### config.mk
export PLATFORM = sky130hd
export DESIGN_NAME = apb_rom_streamer
export DESIGN_NICKNAME = d
export VERILOG_FILES = /design/src/rtl/apb_rom_streamer.sv
export SDC_FILE = /design/constraint.sdc
export NUM_CORES = 1
export LEC_CHECK = 0
export BUFFER_PORTS_ARGS = -buffer_cell sky130_fd_sc_hd__buf_2
export CORE_MARGIN = 10
export CORE_UTILIZATION = 52
export DETAILED_ROUTE_END_ITERATION = 16
export PLACE_DENSITY_LB_ADDON = 0.08
export SLEW_MARGIN = 20
export SYNTH_ARGS = -nofsm -noshare
export SYNTH_HDL_FRONTEND = slang
export SYNTH_SLANG_ARGS = --single-unit
### constraint.sdc
create_clock -name clk -period 5.2 [get_ports clk]
set_input_delay 1.3 -clock clk [delete_from_list [all_inputs] [get_ports clk]]
set_output_delay 1.3 -clock clk [all_outputs]
set_load 0.02 [all_outputs]
### src/rtl/apb_rom_streamer.sv
// APB3 read-burst master that streams ROM words out as AXI-Stream beats.
// Optional ACCESS-phase timeout is enabled by defining APB_STREAMER_TIMEOUT_EN.
module apb_rom_streamer #(
    parameter int ADDRESS_WIDTH  = 16,
    parameter int BUS_WIDTH      = 4,
    parameter int COUNT_WIDTH    = 16,
    parameter int TIMEOUT_CYCLES = 255
) (
    input  logic                     clk,
    input  logic                     rstn,
    input  logic                     start,
    input  logic [ADDRESS_WIDTH-1:0] start_addr,
    input  logic [COUNT_WIDTH-1:0]   num_words,
    output logic                     busy,
    output logic                     done,
    output logic                     error,
    output logic [ADDRESS_WIDTH-1:0] m_apb_paddr,
    output logic                     m_apb_psel,
    output logic                     m_apb_penable,
    output logic                     m_apb_pwrite,
    output logic [BUS_WIDTH*8-1:0]   m_apb_pwdata,
    input  logic                     m_apb_pready,
    input  logic [BUS_WIDTH*8-1:0]   m_apb_prdata,
    input  logic                     m_apb_pslverror,
    output logic [BUS_WIDTH*8-1:0]   m_axis_tdata,
    output logic                     m_axis_tvalid,
    input  logic                     m_axis_tready,
    output logic                     m_axis_tlast
);

    localparam int DW = BUS_WIDTH * 8;

    localparam logic [2:0] S_IDLE   = 3'd0;
    localparam logic [2:0] S_SETUP  = 3'd1;
    localparam logic [2:0] S_ACCESS = 3'd2;
    localparam logic [2:0] S_PUSH   = 3'd3;
    localparam logic [2:0] S_FINISH = 3'd4;

    logic [2:0]               state_q, state_d;
    logic [ADDRESS_WIDTH-1:0] addr_q, addr_d;
    logic [COUNT_WIDTH-1:0]   cnt_q, cnt_d;
    logic [DW-1:0]            tdata_q, tdata_d;
    logic                     tvalid_q, tvalid_d;
    logic                     tlast_q, tlast_d;
    logic                     error_q, error_d;

`ifdef APB_STREAMER_TIMEOUT_EN
    localparam int TW = $clog2(TIMEOUT_CYCLES + 1);
    localparam logic [TW-1:0] TMO_LAST = TW'(TIMEOUT_CYCLES - 1);
    logic [TW-1:0] tmo_q, tmo_d;
`endif

    always_comb begin
        state_d  = state_q;
        addr_d   = addr_q;
        cnt_d    = cnt_q;
        tdata_d  = tdata_q;
        tvalid_d = tvalid_q;
        tlast_d  = tlast_q;
        error_d  = error_q;
`ifdef APB_STREAMER_TIMEOUT_EN
        tmo_d    = tmo_q;
`endif
        case (state_q)
            S_IDLE: begin
                if (start) begin
                    addr_d  = start_addr;
                    cnt_d   = num_words;
                    error_d = 1'b0;
                    state_d = (num_words == '0) ? S_FINISH : S_SETUP;
                end
            end
            S_SETUP: begin
`ifdef APB_STREAMER_TIMEOUT_EN
                tmo_d   = '0;
`endif
                state_d = S_ACCESS;
            end
            S_ACCESS: begin
                if (m_apb_pready) begin
                    if (m_apb_pslverror) begin
                        error_d = 1'b1;
                        state_d = S_FINISH;
                    end else begin
                        tdata_d  = m_apb_prdata;
                        tvalid_d = 1'b1;
                        tlast_d  = (cnt_q == COUNT_WIDTH'(1));
                        state_d  = S_PUSH;
                    end
                end
`ifdef APB_STREAMER_TIMEOUT_EN
                else if (tmo_q == TMO_LAST) begin
                    error_d = 1'b1;
                    state_d = S_FINISH;
                end else begin
                    tmo_d = tmo_q + TW'(1);
                end
`endif
            end
            S_PUSH: begin
                // tvalid is registered, so a handshake can only land here
                if (m_axis_tready) begin
                    tvalid_d = 1'b0;
                    tlast_d  = 1'b0;
                    cnt_d    = cnt_q - COUNT_WIDTH'(1);
                    addr_d   = addr_q + ADDRESS_WIDTH'(BUS_WIDTH);
                    state_d  = (cnt_q != COUNT_WIDTH'(1)) ? S_SETUP : S_FINISH;
                end
            end
            S_FINISH: state_d = S_IDLE;
            default:  state_d = S_IDLE;
        endcase
    end

    always_ff @(posedge clk or negedge rstn) begin
        if (!rstn) begin
            state_q  <= S_IDLE;
            addr_q   <= '0;
            cnt_q    <= '0;
            tdata_q  <= '0;
            tvalid_q <= 1'b0;
            tlast_q  <= 1'b0;
            error_q  <= 1'b0;
        end else begin
            state_q  <= state_d;
            addr_q   <= addr_d;
            cnt_q    <= cnt_d;
            tdata_q  <= tdata_d;
            tvalid_q <= tvalid_d;
            tlast_q  <= tlast_d;
            error_q  <= error_d;
        end
    end

`ifdef APB_STREAMER_TIMEOUT_EN
    always_ff @(posedge clk or negedge rstn) begin
        if (!rstn) tmo_q <= '0;
        else       tmo_q <= tmo_d;
    end
`endif

    assign m_apb_psel    = (state_q == S_SETUP) || (state_q == S_ACCESS);
    assign m_apb_penable = (state_q == S_ACCESS);
    assign m_apb_paddr   = addr_q;
    assign m_apb_pwrite  = 1'b0;
    assign m_apb_pwdata  = '0;
    assign busy          = m_apb_psel || (state_q == S_PUSH);
    assign done          = (state_q == S_FINISH);
    assign error         = error_q;
    assign m_axis_tdata  = tdata_q;
    assign m_axis_tvalid = tvalid_q;
    assign m_axis_tlast  = tlast_q;

endmodule

# == Word-level counts from Yosys, hierarchy flattened ==
# Index checks and enable logic that the tools add are counted.
# totals
regBits,70
latch_bits,0
mem_bits_rw,0
mem_bits_ro,0
in_bits,70
output_inout_bits,88
word_cells,57
memories,0
# op_classes
n_addsub,2
n_mul,0
div,0
magnitude_cmp,0
eq_ne,11
shifts,0
muxes,24
bitwise,1
reduce_logical,12
# op_table
op,count
2-to-1 mux 16 bit,4
one-hot mux 16 bit (2 select lines),2
2-to-1 mux 3 bit,6
adder 16 x 3 -> 16 bit (second input constant),1
== test 16 x 1 -> 1 bit (second input constant),1
zero test 16 bit,1
inequality test 16 x 1 -> 1 bit (second input constant),1
subtractor 16 x 1 -> 16 bit (second input constant),1
one-hot mux 3 bit (4 select lines),1
AND reduction 3 bit,3
2-to-1 mux 1 bit,8
AND reduction 4 bit,2
== test 3 x 2 -> 1 bit (second input constant),2
inequality test 2 bit (second input constant),3
one-hot mux 1 bit (2 select lines),3
nonzero test 2 bit,3
inequality test 2 x 1 -> 1 bit (second input constant),2
== test 3 x 1 -> 1 bit (second input constant),1
== test 3 bit (second input constant),1
zero test 3 bit,1
logical OR 1 bit,2
inverter 1 bit,1

# == Logic depth before layout (Yosys ltp) ==
# depth
ltp_word,4
ltp_mapped,7
ltp_nobuf,6

# == Worst setup path before layout ==
# OpenSTA, ideal clock, no wires.
# synth_path
path_kind,input -> register
startpoint,in start
endpoint,reg cnt_q[10]
setup_ns,0.137
arrival_time_ns,2.519
required_time_ns,5.063
path_slack_ns,2.544
path_stages,5
n_path_buf,2
cell_sequence,or3b_2 a21oi_1 buf_2 buf_1 a21oi_1
# synth_between
elab_chain_len,2
# synth_lines
item,line,text
from (decl),11,"input logic start,"
inequality test 2 bit (no line),-,
AND reduction 3 bit (no line),-,
to (signal assigned),127,cnt_q <= cnt_d;
to (decl),41,"logic [COUNT_WIDTH-1:0] cnt_q, cnt_d;"
# No other way between the ends.
# A chain may end at the register's enable or synchronous reset.

# == Final worst setup path ==
# layout_path
startpoint,in start
endpoint,"reg addr_q[15], in the netlist m_apb_paddr[15]"
# layout_between
elab_chain_len,2
# layout_lines
item,line,text
inequality test 2 bit (no line),-,
AND reduction 3 bit (no line),-,
to (signal assigned),126,addr_q <= addr_d;
to (decl),40,"logic [ADDRESS_WIDTH-1:0] addr_q, addr_d;"
# No other way between the ends.

==> run metrics <==
post-cts sizing count=0; DR pass1 iterations=5; run status=complete, no violations; Synth Register Bits=70; Die ar.=about 0.011 mm^2; CTS Buffer Depth=2; # port buffers=124; initial antenna violation count=0; total track usage=17.7%; Initial Utilization=53.4%; Post-synth ARST share=100%; Critical Path Start Type=input port; largest net degree at the start of global routing=45; Worst EP arrival=a little over 3000 ps; WL/cell=16.7 um; synthesized cell area=0.00385 mm^2; setup bufs post-CTS=0; most frequent cells in the layout=buf_2 (124), dfrtp_1 (70), mux2_2 (35); DRC Markers=0; Reg2Reg Setup Slack=2860 ps; FMAX=between 0.3 and 0.4 GHz; # fillers=640; Reg2Reg Depth=4; setup TNS=0 ps; post-synthesis cell type count=54; CTS tree=yes; syn avg cell area=between 9 and 10 um^2; Sink Count=70; Reg clk slew, reported paths=70 ps; Slew @ Worst Pin=736 ps; critical path fanouts, max=22; Setup Skew=7.12 ps; initial DRC count=78; Power Dens Cells=614 mW/mm^2; WL final=10.3 mm; FF-to-FF End=m_apb_paddr[15]$_DFFE_PN0P_; IO Count=around 160; total grt overflow=0; Period Utilization, post-route=53.4%; Die W=106 um; Peak VDD IR=about 0.32 mV; Area after DPL=0.00440 mm^2; routed vias/inst=5.43; Post-CTS Hold Buffers=0; CTS Buf Count=9; Nets=583; max_cap viols=0; WHS Endpoint=m_axis_tlast$_DFFE_PN0P_; CP Class=input port to flop; Root Buffer Master=clkbuf_8; Top FF cell, synth=dfrtp_1; Core Util, Final=63.5%; Layout area overhead=18.8%; reg2reg start=state_q[1]$_DFFE_PN0P_; WHS Path Cells=1; crit end category=flop; Leakage=between 2 and 2.5 nW; first-pass GRT wire length=16.6 mm; core area=0.00721 mm^2; Design Power=about 0.0028 W; Finished Cell Area=0.00458 mm^2; layout cell share with drive strength beyond 1=36.9%; Post-DP HPWL=~7.7 mm; Fin. Hold Viols=0; Tightest Hold Check Type=flop to flop; RSZ-0062 raised after global routing=false; DR vias=~3,300; Inserted Diodes=0; die height=about 110 um; HP Start=m_axis_tlast$_DFFE_PN0P_; most common cell after layout, fill and taps aside=buf_2; Slew Viols, Final=0; # rows=31; Routability Congestion=0.794; Setup Viol. Count Final=0; post-route ant nets=0; fin crit period=between 2000 and 3000 ps; Clock Latency Late Sink=330 ps; max_slew headroom=approximately half; Gate Count Post-Synth=397; EDFF count, synth=0; H-Tree Depth=3; Req. time, crit path=5470 ps; sequential share of the synthesized area=45.5%; number of global-route vias before repair=~3,400; Synth warnings=0
[worst max-delay path by stage]
stage	from	to	slack [ps]	cells after the start
floorplan	start	cnt_q[10]$_DFFE_PN0P_	2540	5
global placement	start	m_apb_paddr[15]$_DFFE_PN0P_	2120	5
detailed placement	start	m_apb_paddr[15]$_DFFE_PN0P_	2090	5
CTS	state_q[1]$_DFFE_PN0P_	m_apb_penable	2420	2
global route	state_q[0]$_DFFE_PN0P_	m_apb_penable	2310	3
finish	start	m_apb_paddr[15]$_DFFE_PN0P_	2430	5
[cell families after synthesis]
group / Yosys count / share of synthesized area [%]
AO/OA/AOI/OAI: 104 / 16.9
adder cells (fa/ha/maj): 3 / 0.974
other: 1 / 0.0973
XOR/XNOR: 1 / 0.227
flip-flops: 70 / 45.5
buffers and inverters: 67 / 9.97
AND/OR/NAND/NOR: 114 / 15.7
multiplexers: 37 / 10.8
[through the flow]
step	std cells	setup slack (ps)	hold WS (ps)
final	614	2430	504
after global placement	598	2120	460
after global routing	614	2310	521
after detailed placement	598	2090	466
after floorplan	429	2540	519
after CTS	614	2420	508
[worst max-delay path, stage by stage]
cell and delay [ps]:
buf_2 90, or3b_2 470, a21o_1 460, or4b_1 620
nand4_1 100
[layer usage]
metal	track usage, %	part of all wire (%)	up-vias
met2	28.0	46	118
li1	-	-	1620
met1	21.1	43	1592
met5	0	0	-
met4	3.68	0.57	0
met3	9.36	10	4
[registers in the layout (all words and copies together) (netlist names)]
register	count
m_axis_tdata	32
cnt_q	16
m_apb_paddr	16
state_q	3
error	1
m_axis_tlast	1
m_axis_tvalid	1
[cells in the mapped netlist, types with 2 or more instances]
| library cell | number | share of area [%] |
|---|---|---|
| dfrtp_1 | 70 | 45 |
| nand3_1 | 13 | 1.7 |
| a31o_2 | 2 | 0.45 |
| o22ai_1 | 7 | 1.1 |
| mux2i_1 | 2 | 0.52 |
| or3b_2 | 2 | 0.45 |
| buf_1 | 2 | 0.19 |
| nor3_1 | 9 | 1.2 |
| a22oi_1 | 2 | 0.39 |
| a31oi_1 | 4 | 0.65 |
| a2bb2oi_1 | 6 | 1.4 |
| and4_1 | 2 | 0.45 |
| and2_1 | 3 | 0.49 |
| or3_1 | 4 | 0.65 |
| o31ai_1 | 2 | 0.39 |
| inv_1 | 8 | 0.78 |
| o21a_1 | 2 | 0.39 |
| o211ai_1 | 3 | 0.58 |
| buf_4 | 33 | 6.4 |
| nor2_1 | 24 | 2.3 |
| and3_1 | 4 | 0.65 |
| o21ai_0 | 27 | 3.5 |
| a22o_1 | 4 | 0.91 |
| nand2_1 | 22 | 2.1 |
| nand4_1 | 10 | 1.6 |
| a21o_1 | 3 | 0.58 |
| mux2_2 | 35 | 10 |
| clkbuf_1 | 17 | 1.7 |
| or4_1 | 2 | 0.39 |
| a21oi_1 | 32 | 4.2 |
| nor4_1 | 10 | 1.6 |
| buf_2 | 7 | 0.91 |
| ha_1 | 3 | 0.97 |
[area by class of cell]
class,count,area (um^2),area share (%)
clock inverters,6,36.3,0.793
flip-flops and latches,70,1750,38.3
repair buffers,129,658,14.4
well taps,99,124,2.71
multi-input cells,292,1840,40.2
inverters,8,30.0,0.656
clock buffers,10,138,3.01
[report_power, final]
group | leakage (nW) | total (W) | switching (W) | internal, W
Combinational | 1.20 | 0.00135 | 0.000820 | 0.000534
Sequential | 0.834 | 0.00107 | 0.000256 | 0.000813
Clock | 0.0922 | 0.000388 | 0.000203 | 0.000184
Total | 2.13 | 0.00281 | 0.00128 | 0.00153
(Power assumes the default switching activity.)
